$ cat config.mk
export PLATFORM = sky130hd
export DESIGN_NAME = fwd_hazard_unit_flat
export DESIGN_NICKNAME = d
export VERILOG_FILES = /design/src/rtl/fwd_hazard_unit_if.sv /design/src/rtl/fwd_hazard_unit.sv /design/src/flat_wrapper.sv
export SDC_FILE = /design/constraint.sdc
export NUM_CORES = 1
export LEC_CHECK = 0
export ABC_AREA = 0
export BUFFER_PORTS_ARGS = -buffer_cell sky130_fd_sc_hd__buf_2
export CORE_ASPECT_RATIO = 0.7
export CORE_MARGIN = 2
export CORE_UTILIZATION = 45
export CTS_CLUSTER_SIZE = 10
export DETAILED_ROUTE_END_ITERATION = 12
export PLACE_DENSITY = 0.71
export SLEW_MARGIN = 0
export SYNTH_ARGS = -nofsm -noshare
export SYNTH_HDL_FRONTEND = slang
export SYNTH_SLANG_ARGS = --single-unit
$ cat constraint.sdc
create_clock -name CLK -period 9.25 [get_ports CLK]
set_clock_uncertainty 0.05 [all_clocks]
set_input_delay 1.3875 -clock CLK [delete_from_list [all_inputs] [get_ports CLK]]
set_output_delay 1.3875 -clock CLK [all_outputs]
set_load 0.01 [all_outputs]
$ cat src/rtl/fwd_hazard_unit_if.sv
// Bus between the EX stage, the forwarding network and the hazard unit.
// The master side is the pipeline; the slave side is fwd_hazard_unit.
interface fwd_hazard_unit_if #(
  parameter int DATA_W  = 32,
  parameter int REG_AW  = 5,
  parameter int NSRC    = 2,
  parameter int NFWD    = 2,
  parameter int MAXPEND = 4
);
  localparam int CW = $clog2(MAXPEND + 1);

  logic [NSRC*REG_AW-1:0] ex_src;
  logic [NSRC*DATA_W-1:0] ex_rdat;
  logic                   ex_hold;
  logic [NFWD-1:0]        fwd_wen;
  logic [NFWD*REG_AW-1:0] fwd_dest;
  logic [NFWD*DATA_W-1:0] fwd_data;
  logic [NFWD-1:0]        fwd_rdy;
  logic                   lo_issue;
  logic [REG_AW-1:0]      lo_dest;
  logic                   lo_done;
  logic [REG_AW-1:0]      lo_done_dest;
  logic [NSRC*DATA_W-1:0] ex_opnd;
  logic [NSRC-1:0]        fwd_hit;
  logic                   hz_stall;
  logic                   lo_ready;
  logic [CW-1:0]          pend_cnt;

  modport master (
    output ex_src, ex_rdat, ex_hold, fwd_wen, fwd_dest, fwd_data, fwd_rdy,
    output lo_issue, lo_dest, lo_done, lo_done_dest,
    input  ex_opnd, fwd_hit, hz_stall, lo_ready, pend_cnt
  );

  modport slave (
    input  ex_src, ex_rdat, ex_hold, fwd_wen, fwd_dest, fwd_data, fwd_rdy,
    input  lo_issue, lo_dest, lo_done, lo_done_dest,
    output ex_opnd, fwd_hit, hz_stall, lo_ready, pend_cnt
  );
endinterface

$ cat src/rtl/fwd_hazard_unit.sv
// Operand forwarding with youngest-first priority, load-use and long-latency
// scoreboard stalls, and per-source hold registers that survive stall cycles.
module fwd_hazard_unit #(
  parameter int DATA_W  = 32,
  parameter int REG_AW  = 5,
  parameter int NSRC    = 2,
  parameter int NFWD    = 2,
  parameter int MAXPEND = 4
) (
  input  logic             CLK,
  input  logic             RST,
  fwd_hazard_unit_if.slave bus
);
  localparam int CW   = $clog2(MAXPEND + 1);
  localparam int NREG = 1 << REG_AW;

  logic [NREG-1:0]   r_pend;
  logic [CW-1:0]     r_pend_cnt;
  logic [NSRC-1:0]   r_hold_vld;
  logic [DATA_W-1:0] r_hold_data [NSRC];

  logic [REG_AW-1:0] w_src [NSRC];
  logic [DATA_W-1:0] w_sel [NSRC];
  logic [NSRC-1:0]   w_match;
  logic [NSRC-1:0]   w_rdy;
  logic [NSRC-1:0]   w_pend_hit;
  logic              w_stall;
  logic              w_stalled;
  logic              w_lo_ready;
  logic              w_issue;
  logic              w_done;

  for (genvar k = 0; k < NSRC; k++) begin : g_src
    assign w_src[k] = bus.ex_src[k*REG_AW +: REG_AW];
  end

  // Scan oldest to youngest so the youngest matching stage is the one kept.
  always_comb begin
    for (int k = 0; k < NSRC; k++) begin
      w_match[k]    = 1'b0;
      w_rdy[k]      = 1'b0;
      w_sel[k]      = '0;
      w_pend_hit[k] = 1'b0;
      for (int j = NFWD - 1; j >= 0; j--) begin
        if (bus.fwd_wen[j] && (bus.fwd_dest[j*REG_AW +: REG_AW] != '0) &&
            (bus.fwd_dest[j*REG_AW +: REG_AW] == w_src[k])) begin
          w_match[k] = 1'b1;
          w_rdy[k]   = bus.fwd_rdy[j];
          w_sel[k]   = bus.fwd_data[j*DATA_W +: DATA_W];
        end
      end
      w_pend_hit[k] = (w_src[k] != '0) && r_pend[w_src[k]];
    end
  end

  always_comb begin
    w_stall = 1'b0;
    for (int k = 0; k < NSRC; k++) begin
      if ((w_match[k] && !w_rdy[k]) || w_pend_hit[k]) begin
        w_stall = 1'b1;
      end
    end
  end

  assign w_stalled = w_stall || bus.ex_hold;

  always_comb begin
    bus.ex_opnd = '0;
    bus.fwd_hit = '0;
    for (int k = 0; k < NSRC; k++) begin
      if (w_match[k]) begin
        bus.ex_opnd[k*DATA_W +: DATA_W] = w_sel[k];
        bus.fwd_hit[k]                  = 1'b1;
      end else if (r_hold_vld[k] && (w_src[k] != '0)) begin
        bus.ex_opnd[k*DATA_W +: DATA_W] = r_hold_data[k];
        bus.fwd_hit[k]                  = 1'b1;
      end else begin
        bus.ex_opnd[k*DATA_W +: DATA_W] = bus.ex_rdat[k*DATA_W +: DATA_W];
      end
    end
  end

  // A completion in the same cycle frees both a counter slot and a busy dest.
  assign w_lo_ready = ((r_pend_cnt < CW'(MAXPEND)) || bus.lo_done) &&
                      (!r_pend[bus.lo_dest] ||
                       (bus.lo_done && (bus.lo_done_dest == bus.lo_dest))) &&
                      (bus.lo_dest != '0);
  assign w_issue    = bus.lo_issue && w_lo_ready;
  assign w_done     = bus.lo_done && r_pend[bus.lo_done_dest];

  assign bus.hz_stall = w_stall;
  assign bus.lo_ready = w_lo_ready;
  assign bus.pend_cnt = r_pend_cnt;

  // Set is applied after clear so a same-register issue/done leaves it pending.
  always_ff @(posedge CLK or posedge RST) begin
    if (RST) begin
      r_pend     <= '0;
      r_pend_cnt <= '0;
    end else begin
      if (w_done) begin
        r_pend[bus.lo_done_dest] <= 1'b0;
      end
      if (w_issue) begin
        r_pend[bus.lo_dest] <= 1'b1;
      end
      if (w_issue && !w_done) begin
        r_pend_cnt <= r_pend_cnt + CW'(1);
      end else if (!w_issue && w_done) begin
        r_pend_cnt <= r_pend_cnt - CW'(1);
      end
    end
  end

  always_ff @(posedge CLK or posedge RST) begin
    if (RST) begin
      r_hold_vld <= '0;
      for (int k = 0; k < NSRC; k++) begin
        r_hold_data[k] <= '0;
      end
    end else begin
      for (int k = 0; k < NSRC; k++) begin
        if (!w_stalled) begin
          r_hold_vld[k] <= 1'b0;
        end else if (w_match[k] && w_rdy[k]) begin
          r_hold_vld[k]  <= 1'b1;
          r_hold_data[k] <= w_sel[k];
        end
      end
    end
  end

endmodule

$ cat src/flat_wrapper.sv
// flat-port wrapper written by rule: the top's interface ports become plain ports
module fwd_hazard_unit_flat 
#(
  parameter int DATA_W  = 32,
  parameter int REG_AW  = 5,
  parameter int NSRC    = 2,
  parameter int NFWD    = 2,
  parameter int MAXPEND = 4
)
  (CLK, RST, bus_ex_src, bus_ex_rdat, bus_ex_hold, bus_fwd_wen, bus_fwd_dest, bus_fwd_data, bus_fwd_rdy, bus_lo_issue, bus_lo_dest, bus_lo_done, bus_lo_done_dest, bus_ex_opnd, bus_fwd_hit, bus_hz_stall, bus_lo_ready, bus_pend_cnt);
  fwd_hazard_unit_if #(.DATA_W(DATA_W), .REG_AW(REG_AW), .NSRC(NSRC), .NFWD(NFWD), .MAXPEND(MAXPEND)) bus_i ();
  input  logic CLK;
  input  logic RST;
  input wire logic [$bits(bus_i.ex_src)-1:0] bus_ex_src;
  input wire logic [$bits(bus_i.ex_rdat)-1:0] bus_ex_rdat;
  input wire logic [$bits(bus_i.ex_hold)-1:0] bus_ex_hold;
  input wire logic [$bits(bus_i.fwd_wen)-1:0] bus_fwd_wen;
  input wire logic [$bits(bus_i.fwd_dest)-1:0] bus_fwd_dest;
  input wire logic [$bits(bus_i.fwd_data)-1:0] bus_fwd_data;
  input wire logic [$bits(bus_i.fwd_rdy)-1:0] bus_fwd_rdy;
  input wire logic [$bits(bus_i.lo_issue)-1:0] bus_lo_issue;
  input wire logic [$bits(bus_i.lo_dest)-1:0] bus_lo_dest;
  input wire logic [$bits(bus_i.lo_done)-1:0] bus_lo_done;
  input wire logic [$bits(bus_i.lo_done_dest)-1:0] bus_lo_done_dest;
  output wire logic [$bits(bus_i.ex_opnd)-1:0] bus_ex_opnd;
  output wire logic [$bits(bus_i.fwd_hit)-1:0] bus_fwd_hit;
  output wire logic [$bits(bus_i.hz_stall)-1:0] bus_hz_stall;
  output wire logic [$bits(bus_i.lo_ready)-1:0] bus_lo_ready;
  output wire logic [$bits(bus_i.pend_cnt)-1:0] bus_pend_cnt;
  assign bus_i.ex_src = bus_ex_src;
  assign bus_i.ex_rdat = bus_ex_rdat;
  assign bus_i.ex_hold = bus_ex_hold;
  assign bus_i.fwd_wen = bus_fwd_wen;
  assign bus_i.fwd_dest = bus_fwd_dest;
  assign bus_i.fwd_data = bus_fwd_data;
  assign bus_i.fwd_rdy = bus_fwd_rdy;
  assign bus_i.lo_issue = bus_lo_issue;
  assign bus_i.lo_dest = bus_lo_dest;
  assign bus_i.lo_done = bus_lo_done;
  assign bus_i.lo_done_dest = bus_lo_done_dest;
  assign bus_ex_opnd = bus_i.ex_opnd;
  assign bus_fwd_hit = bus_i.fwd_hit;
  assign bus_hz_stall = bus_i.hz_stall;
  assign bus_lo_ready = bus_i.lo_ready;
  assign bus_pend_cnt = bus_i.pend_cnt;
  fwd_hazard_unit #(.DATA_W(DATA_W), .REG_AW(REG_AW), .NSRC(NSRC), .NFWD(NFWD), .MAXPEND(MAXPEND)) u_core (.CLK(CLK), .RST(RST), .bus(bus_i));
endmodule
# == Word level (Yosys, flattened, before mapping) ==
# Cells that the tools add are included.
# op_classes
add_sub_neg,2
magnitude_cmp,7
n_eq_ne,7
n_mux,42
n_bitwise,3
reduce_logical,41
# op_table
op,n
2-to-1 mux 32 bit,10
AND 32 bit,1
NOT 32 bit,1
bitwise OR 32 bit,1
== test 5 bit,5
nonzero test 5 bit,5
"< comparator 5 x 6 -> 1 bit, second input constant",4
2-to-1 mux 1 bit,24
logical AND 1 bit,23
binary-select mux 1 bit (select 5 bit),4
demux 1 bit (select 5 bit),2
"greater-or-equal comparator 5 x 1 -> 1 bit, second input constant",2
2-to-1 mux 3 bit,2
logical NOT 1 bit,5
logical OR 1 bit,5
"inequality test 2 bit, second input constant",2
AND reduction 2 bit,2
"adder 3 x 1 -> 3 bit, second input constant",1
"< comparator 3 bit, second input constant",1
"subtractor 3 x 1 -> 3 bit, second input constant",1
nonzero test 2 bit,1
# word_totals
reg_bits,101
input_bits,167
out_inout_bits,71
word_cells,108

# == Longest topological paths before layout ==
# Gate-level depths: netlist of the first run.
# logic_depth
ltp_word,12
depth_mapped,15
mapped_depth_nobuf,13

# == Least setup slack after synthesis of the first run ==
# No wires, ideal clock.
# synth_timing
path_kind,input-to-output
from,input bus_ex_src[2]
to,output bus_ex_opnd[10]
t_arrival_ns,3.270
t_required_ns,7.812
path_slack_ns,4.543
cell_stages,8
path_buffers,2
path_cell_list,clkbuf_1 or4_1 o21ai_1 buf_4 mux2i_1 nor2_1 a21oi_1 o21ai_0
# synth_between
elab_chain_len,5
elab_cells_between_ends,12
cone_classes,2 x eq/ne; 6 x mux; 4 x reduce/logical
# synth_rtl
element,line_no,text
start: declaration,flat_wrapper.sv:14,input wire logic [$bits(bus_i.ex_src)-1:0] bus_ex_src;
== test 5 bit,fwd_hazard_unit.sv:46,(bus.fwd_dest[j*REG_AW +: REG_AW] == w_src[k])) begin
logical AND 1 bit,fwd_hazard_unit.sv:45,if (bus.fwd_wen[j] && (bus.fwd_dest[j*REG_AW +: REG_AW] != '0) &&
2-to-1 mux 32 bit / 2-to-1 mux 1 bit (equally long branches) (2 in a row),fwd_hazard_unit.sv:45,
2-to-1 mux 32 bit *,fwd_hazard_unit.sv:71,if (w_match[k]) begin
end: declaration,flat_wrapper.sv:25,output wire logic [$bits(bus_i.ex_opnd)-1:0] bus_ex_opnd;
# Mark *: on every way between the ends. The rest lies on a longest branch, timed or not.

# == Worst setup path after layout of the first run ==
# layout_timing
from,input bus_fwd_dest[0]
to,output bus_ex_opnd[61]
# layout_between
elab_chain_len,5
elab_cells_between_ends,7
cone_classes,1 x eq/ne; 3 x mux; 3 x reduce/logical
# layout_rtl
element,line_no,text
start: declaration,flat_wrapper.sv:18,input wire logic [$bits(bus_i.fwd_dest)-1:0] bus_fwd_dest;
nonzero test 5 bit,fwd_hazard_unit.sv:45,
logical AND 1 bit,fwd_hazard_unit.sv:45,
logical AND 1 bit *,fwd_hazard_unit.sv:45,
2-to-1 mux 32 bit / 2-to-1 mux 1 bit (equally long branches),fwd_hazard_unit.sv:45,
2-to-1 mux 32 bit *,fwd_hazard_unit.sv:71,
# Marked as above.

==> impl_metrics.yaml, run 1 <==
run_status:
  status: "finished clean"
sta:
  rsz0062_at_grt: "no"
  fin_crit_ns: 5.502
  slew_viol_final: 0
  fin_crit_sh_pct: 59.49
  setup_viol: 0
  tns_ns: 0
  hold_slack_ns: 0.4633
  max_freq_mhz: 181.7
  slew_headroom_pct: 36.61
  worst_pin_slew_ns: 0.9486
  finalHoldViolations: 0
yosys:
  yosysTopAreaCell: "dfrtp_1"
  synthTopCellsByCount: "121 x nand2_1, 101 x dfrtp_1, 91 x a21oi_1, 71 x nor2_1, 71 x o21ai_0"
  syn-cell-area_um2: 7945
  synth.top_cells.by_area: "dfrtp_1 32%, mux4_2 7.4%, mux2_2 6.7%"
  synth_top_area_share_pct: 31.81
  synth_seq_area_share_pct: 31.81
  ys_ff_latch: 101
  synthCells: 917
  synth_edf_count: 0
  yosysWarnings: 0
  post-synth-top-count-cell: "nand2_1"
  synth.distinct_cells: 59
  syn_area_per_cell_um2: 8.664
  synth_ff_type: "dfrtp_1"
  synth.net_count: 1086
  asyncSetResetFlopFracSynth_pct: 100.0
setup_path:
  ff2ff_setup_slack_ns: 5.58
  path_cells: "buf_2, or4_1, o21ai_2, nor4_4, buf_4, nor2_4, nor2_1, a31oi_1, buf_2"
  required_ns: 7.81
  crit_top_cell: "buf_2"
  slowest_stage: "nor2_4"
  cp.arrival_ns: 4.06
  crit_fanout: 45
  end_kind: "output pin"
  max_stage_delay_ns: 0.80
  cp-start-kind: "input pin"
  crit_type: "input pin to output pin"
clock_tree:
  cts_sinks: 101
  cts_made_buffers: 9
  root_buffer: "clkbuf_16"
  clock_latency_ns: 0.35
  cts_tree: "yes"
  ctsLongestPathBuffers: 2
  post_cts_resized: 0
  clk_pin_slew_ns: 0.07
  htreeDepth: 3
  postCtsHoldBufs: 0
  postCtsSetupRepairBufs: 0
grt:
  grt_max_degree: 85
  grt.total_usage_pct: 27.36
  grt_pass1_wl_mm: 39.98
  grt_pass1_vias: 7458
  antenna_found_initial: 2
  grt_overflow_total: 0
place:
  portBuffers: 237
  dpl_cell_area_um2: 9170
  gp_congestion: 0.9778
  hpwl_mm: 18.37
cells_and_area:
  layout-drive-gt1-share_pct: 32.48
  fin_area_um2: 9463
  nNetsFinal: 1263
  final_core_util_pct: 54.96
  fillers: 1631
  syn_to_final_growth_pct: 19.10
detailed_routing:
  drt-total-wl_mm: 26.06
  vias_per_cell: 6.001
  drtIter0Drc: 793
  dr.pass1.iters: 5
  antenna_left: 0
  num_vias: 7987
  route.detailed.drc: 0
  wl_per_cell_um: 19.58
floorplan:
  die_w_um: 162.8
  dieHeight_um: 115.2
  rows: 40
  core_um2: 17220
  start_util_pct: 46.15
  io_pins: 238
  die-area_um2: 18750
pwr:
  combPwrFrac_pct: 37.2
  intPower_mw: 1.154
  ir_drop_v: 0.0001110
  powerDensity_nw_per_um2: 195.0
  p_seq_share_pct: 42.2
  power.switching_mw: 0.6905
  p_sw_share_pct: 37.43
  p_leak_nw: 4.351
  power.total_mw: 1.845
  p_clk_share_pct: 20.5
worst_hold_path:
  min_path_type: "flip-flop to flip-flop"
run:
  drv_cap: 0
==> logic make-up (layout without fill, tap and decap cells) <==
family,after synthesis,count (layout),synth area share (%)
compound gates,325,325,24.90
simple gates,247,247,13.65
flops,101,101,31.81
mux,117,117,20.39
other cells,0,1,0
fa+ha+maj,2,2,0.4094
xor+xnor,28,28,3.087
buf+inv,97,279,5.748
==> critical path, delay by kind of cell <==
kind	cells	cell delay, ns
compound gates	2	0.48
buf+inv	3	0.60
simple gates	4	1.53
==> per-stage QoR <==
step / std cells / worst slack [ns]
after floorplan: 917 / 4.543
after global placement: 1314 / 3.929
after detailed placement: 1314 / 3.797
after CTS: 1330 / 3.788
after global routing: 1331 / 3.561
final: 1331 / 3.748
==> power groups by stage <==
stage	clock network [mW]	logic, mW	registers (mW)
2_1_floorplan	0	0.505	0.718
3_3_place_gp	0	0.671	0.766
3_5_place_dp	0	0.683	0.774
4_1_cts	0.388	0.686	0.766
5_1_grt	0.407	0.765	0.798
6_report	0.379	0.687	0.779
==> final timing paths <==
path / start / cells after the start / to
min in group asynchronous: RST / 2 / u_core.bus.pend_cnt[0]
worst min-delay path: u_core.r_hold_data[14] / 1 / u_core.r_hold_data[14]
max in group asynchronous: RST / 3 / u_core.r_hold_data[41]
worst max-delay path: bus_fwd_dest[0] / 9 / bus_ex_opnd[61]
worst min register to register: u_core.r_hold_data[14] / 1 / u_core.r_hold_data[14]
worst max register to register: u_core.r_pend[17] / 13 / u_core.bus.pend_cnt[2]
==> placed cells by master, fill, tap and decap left out, types with 10 or more instances in the layout <==
cell	count
a31oi_1	66
mux2i_1	40
mux4_2	26
inv_1	13
a21boi_0	40
xnor2_1	17
buf_4	10
buf_2	237
dfrtp_1	101
a21oi_1	91
xor2_1	11
nor2_1	70
o21ai_0	71
nand2_1	121
o31ai_1	30
mux2_2	47
==> metal layers <==
layer	global-route usage (%)	vias up	wire [um]
met5	0	-	13
met4	7.788	2	538
met3	9.885	45	3110
met2	38.67	412	10610
met1	39.37	3767	11790
li1	-	3761	-
==> flip-flops by register name (all words and copies together), names as in the netlist <==
name,flops
u_core.r_pend,32
u_core.bus.pend_cnt,3
u_core.r_hold_vld,2
u_core.r_hold_data,64
==> cell type report <==
class,count,area (um2),area share [%]
Multi-Input combinational cell,719,5030,53.15
Timing Repair Buffer,247,1261,13.33
Clock buffer,10,239.0,2.525
Tap cell,231,289.0,3.054
Antenna cell,1,2.502,0.02644
Inverter,16,62.56,0.6611
Sequential cell,101,2527,26.71
Clock inverter,6,51.30,0.5421
Note: power is estimated with default switching activity, not from simulation.
==> run 2, diff against run 1 <==
--- a/config.mk
+++ b/config.mk
@@ -5,14 +5,14 @@
 export SDC_FILE = /design/constraint.sdc
 export NUM_CORES = 1
 export LEC_CHECK = 0
-export ABC_AREA = 0
+export ABC_AREA = 1
 export BUFFER_PORTS_ARGS = -buffer_cell sky130_fd_sc_hd__buf_2
 export CORE_ASPECT_RATIO = 0.7
 export CORE_MARGIN = 2
 export CORE_UTILIZATION = 45
 export CTS_CLUSTER_SIZE = 10
 export DETAILED_ROUTE_END_ITERATION = 12
-export PLACE_DENSITY = 0.71
+export PLACE_DENSITY = 0.73
 export SLEW_MARGIN = 0
 export SYNTH_ARGS = -nofsm -noshare
 export SYNTH_HDL_FRONTEND = slang
==> constraint.sdc (replaced) <==
create_clock -name CLK -period 4.7 [get_ports CLK]
set_clock_uncertainty 0.05 [all_clocks]
set_input_delay 0.705 -clock CLK [delete_from_list [all_inputs] [get_ports CLK]]
set_output_delay 0.705 -clock CLK [all_outputs]
set_load 0.01 [all_outputs]
==> impl_metrics.yaml, run 2 <==
run_status:
  status: "finished clean"
cells_and_area:
  ff_latch_area_um2: 2527
  nNetsFinal: 1731
  fin_cells: 1838
  largest_reg_flops: 64
  fin_area_um2: 10360
  top_register: "u_core.r_hold_data"
  mostFrequentLayoutCells: "411 x nand2_1, 237 x buf_2, 180 x inv_1, 115 x nand3_1, 101 x dfrtp_1"
  multi_input_area_um2: 5204
  syn_to_final_growth_pct: 15.86
  final_core_util_pct: 52.78
  final_common_cell: "nand2_1"
  layout-drive-gt1-share_pct: 22.43
  fillers: 2066
run:
  drv_cap: 0
yosys:
  yosysTopAreaCell: "dfrtp_1"
  synth_edf_count: 0
  syn-cell-area_um2: 8946
  synth_seq_area_share_pct: 28.25
  synth_top_area_share_pct: 28.25
  synth.top_cells.by_area: "dfrtp_1 28%, nand2_1 17%, inv_1 7.6%"
  ys_ff_latch: 101
  asyncSetResetFlopFracSynth_pct: 100.0
  synth.distinct_cells: 40
  synthTopCellsByCount: "413 x nand2_1, 182 x inv_1, 115 x nand3_1, 101 x dfrtp_1, 100 x nor2_1"
  post-synth-top-count-cell: "nand2_1"
  synth_ff_type: "dfrtp_1"
  synth.net_count: 1556
  yosysWarnings: 0
  syn_area_per_cell_um2: 6.450
  synthCells: 1387
grt:
  grt_pass1_wl_mm: 48.56
  grt_pass1_vias: 8981
  antenna_found_initial: 4
  grt_max_degree: 68
  grt.total_usage_pct: 29.09
  grt_overflow_total: 0
sta:
  slew_viol_final: 0
  rsz0062_at_grt: "no"
  tns_ns: 0
  max_freq_mhz: 246.6
  finalHoldViolations: 0
  fin_crit_ns: 4.056
  setup_viol: 0
  worst_pin_slew_ns: 0.9283
  fin_crit_sh_pct: 86.29
  slew_headroom_pct: 37.89
clock_tree:
  postCtsSetupRepairBufs: 0
  cts_made_buffers: 9
  clk_pin_slew_ns: 0.07
  cts_tree: "yes"
  htreeDepth: 3
  root_buffer: "clkbuf_16"
  postCtsHoldBufs: 0
  ctsLongestPathBuffers: 2
  cts_sinks: 101
  clock_latency_ns: 0.36
  post_cts_resized: 0
detailed_routing:
  num_vias: 10100
  drt-total-wl_mm: 31.60
  wl_per_cell_um: 17.19
  vias_per_cell: 5.493
  route.detailed.drc: 0
  dr.pass1.iters: 5
  antenna_left: 0
  drtIter0Drc: 862
setup_path:
  cp_top_family: "simple AND/OR/NAND/NOR gates"
  path_cells: "buf_2, inv_1, nand4_1, nand2_2, mux2_2, a21o_1, buf_2"
  crit_fanout: 41
  end_kind: "output pin"
  startpoint: "bus_ex_src[5]"
  cp.arrival_ns: 3.30
  cp-start-kind: "input pin"
  max_stage_delay_ns: 0.80
  crit_type: "input pin to output pin"
  crit_top_cell: "buf_2"
  r2r-start: "u_core.r_pend[24]"
  slowest_stage: "nand2_2"
  ff2ff_setup_slack_ns: 2.00
  path_buf_inv: 3
  required_ns: 3.94
pwr:
  powerDensity_nw_per_um2: 314.8
  ir_drop_v: 0.0001802
  p_leak_nw: 5.616
floorplan:
  start_util_pct: 45.56
  io_pins: 238
  core_um2: 19640
  rows: 43
  die_w_um: 172.5
  die-area_um2: 21040
  dieHeight_um: 122.0
worst_hold_path:
  min-delay-start: "u_core.r_hold_data[17]"
  min_path_type: "flip-flop to flip-flop"
place:
  hpwl_mm: 23.54
  dpl_cell_area_um2: 10090
  gp_congestion: 1.008
  portBuffers: 237
  dp_cells: 1821
==> run 2: stage by stage <==
step	hold WS [ns]	power [mW]	setup WS (ns)
floorplan	0.3880	2.091	1.298
global placement	0.4046	2.512	0.8075
detailed placement	0.4092	2.537	0.7030
CTS	0.4260	3.241	0.7031
global route	0.4443	3.474	0.4598
finish	0.4241	3.263	0.6443
==> run 2: final timing paths <==
kind,endpoint,depth (start not counted)
setup / recovery,bus_ex_opnd[46],7
hold / removal,u_core.r_hold_data[17],2
setup reg to reg,u_core.bus.pend_cnt[2],15
hold reg to reg,u_core.r_hold_data[17],2
max in group asynchronous,u_core.r_hold_data[12],3
min in group asynchronous,u_core.r_pend[13],2
==> run 2: cells by family after synthesis <==
group / Yosys count / synth area share, %
mux: 22 / 2.769
compound gates: 230 / 15.90
flops: 101 / 28.25
xor+xnor: 20 / 1.958
simple gates: 734 / 37.12
fa+ha+maj: 2 / 0.3636
buf+inv: 278 / 13.64
==> run 2: layer usage <==
| metal | global-route usage (%) | wire length [um] |
|---|---|---|
| met1 | 42.96 | 14620 |
| met2 | 42.77 | 13240 |
| met3 | 6.180 | 3032 |
| met4 | 7.906 | 693 |
| met5 | 0 | 13 |
==> run 2: where the power goes <==
group | internal [mW] | leakage, nW | switching, mW
Combinational | 0.460 | 4.18 | 0.833
Clock | 0.356 | 0.124 | 0.353
Sequential | 1.09 | 1.31 | 0.167
Total | 1.91 | 5.62 | 1.35
==> run 2: worst reg2reg max path: stages (launching register included) <==
cell     delay, ns
dfrtp_1       0.38
inv_1         0.21
o22ai_1       0.13
o21ai_0       0.21
nand2_1       0.11
nor2_1        0.10
nand2_1       0.08
nand2_1       0.08
nand2_1       0.07
nor2_1        0.12
ha_1          0.16
inv_1         0.07
fa_1          0.38
a21oi_1       0.15
o21ai_0       0.13
xor2_1        0.17
==> run 2: area by class of cell <==
cell class	count	area share, %
Multi-Input combinational cell	1008	50.21
Sequential cell	101	24.38
Timing Repair Buffer	255	12.75
Inverter	187	6.796
Tap cell	270	3.259
Clock buffer	9	2.173
Clock inverter	5	0.3621
Antenna cell	3	0.07243
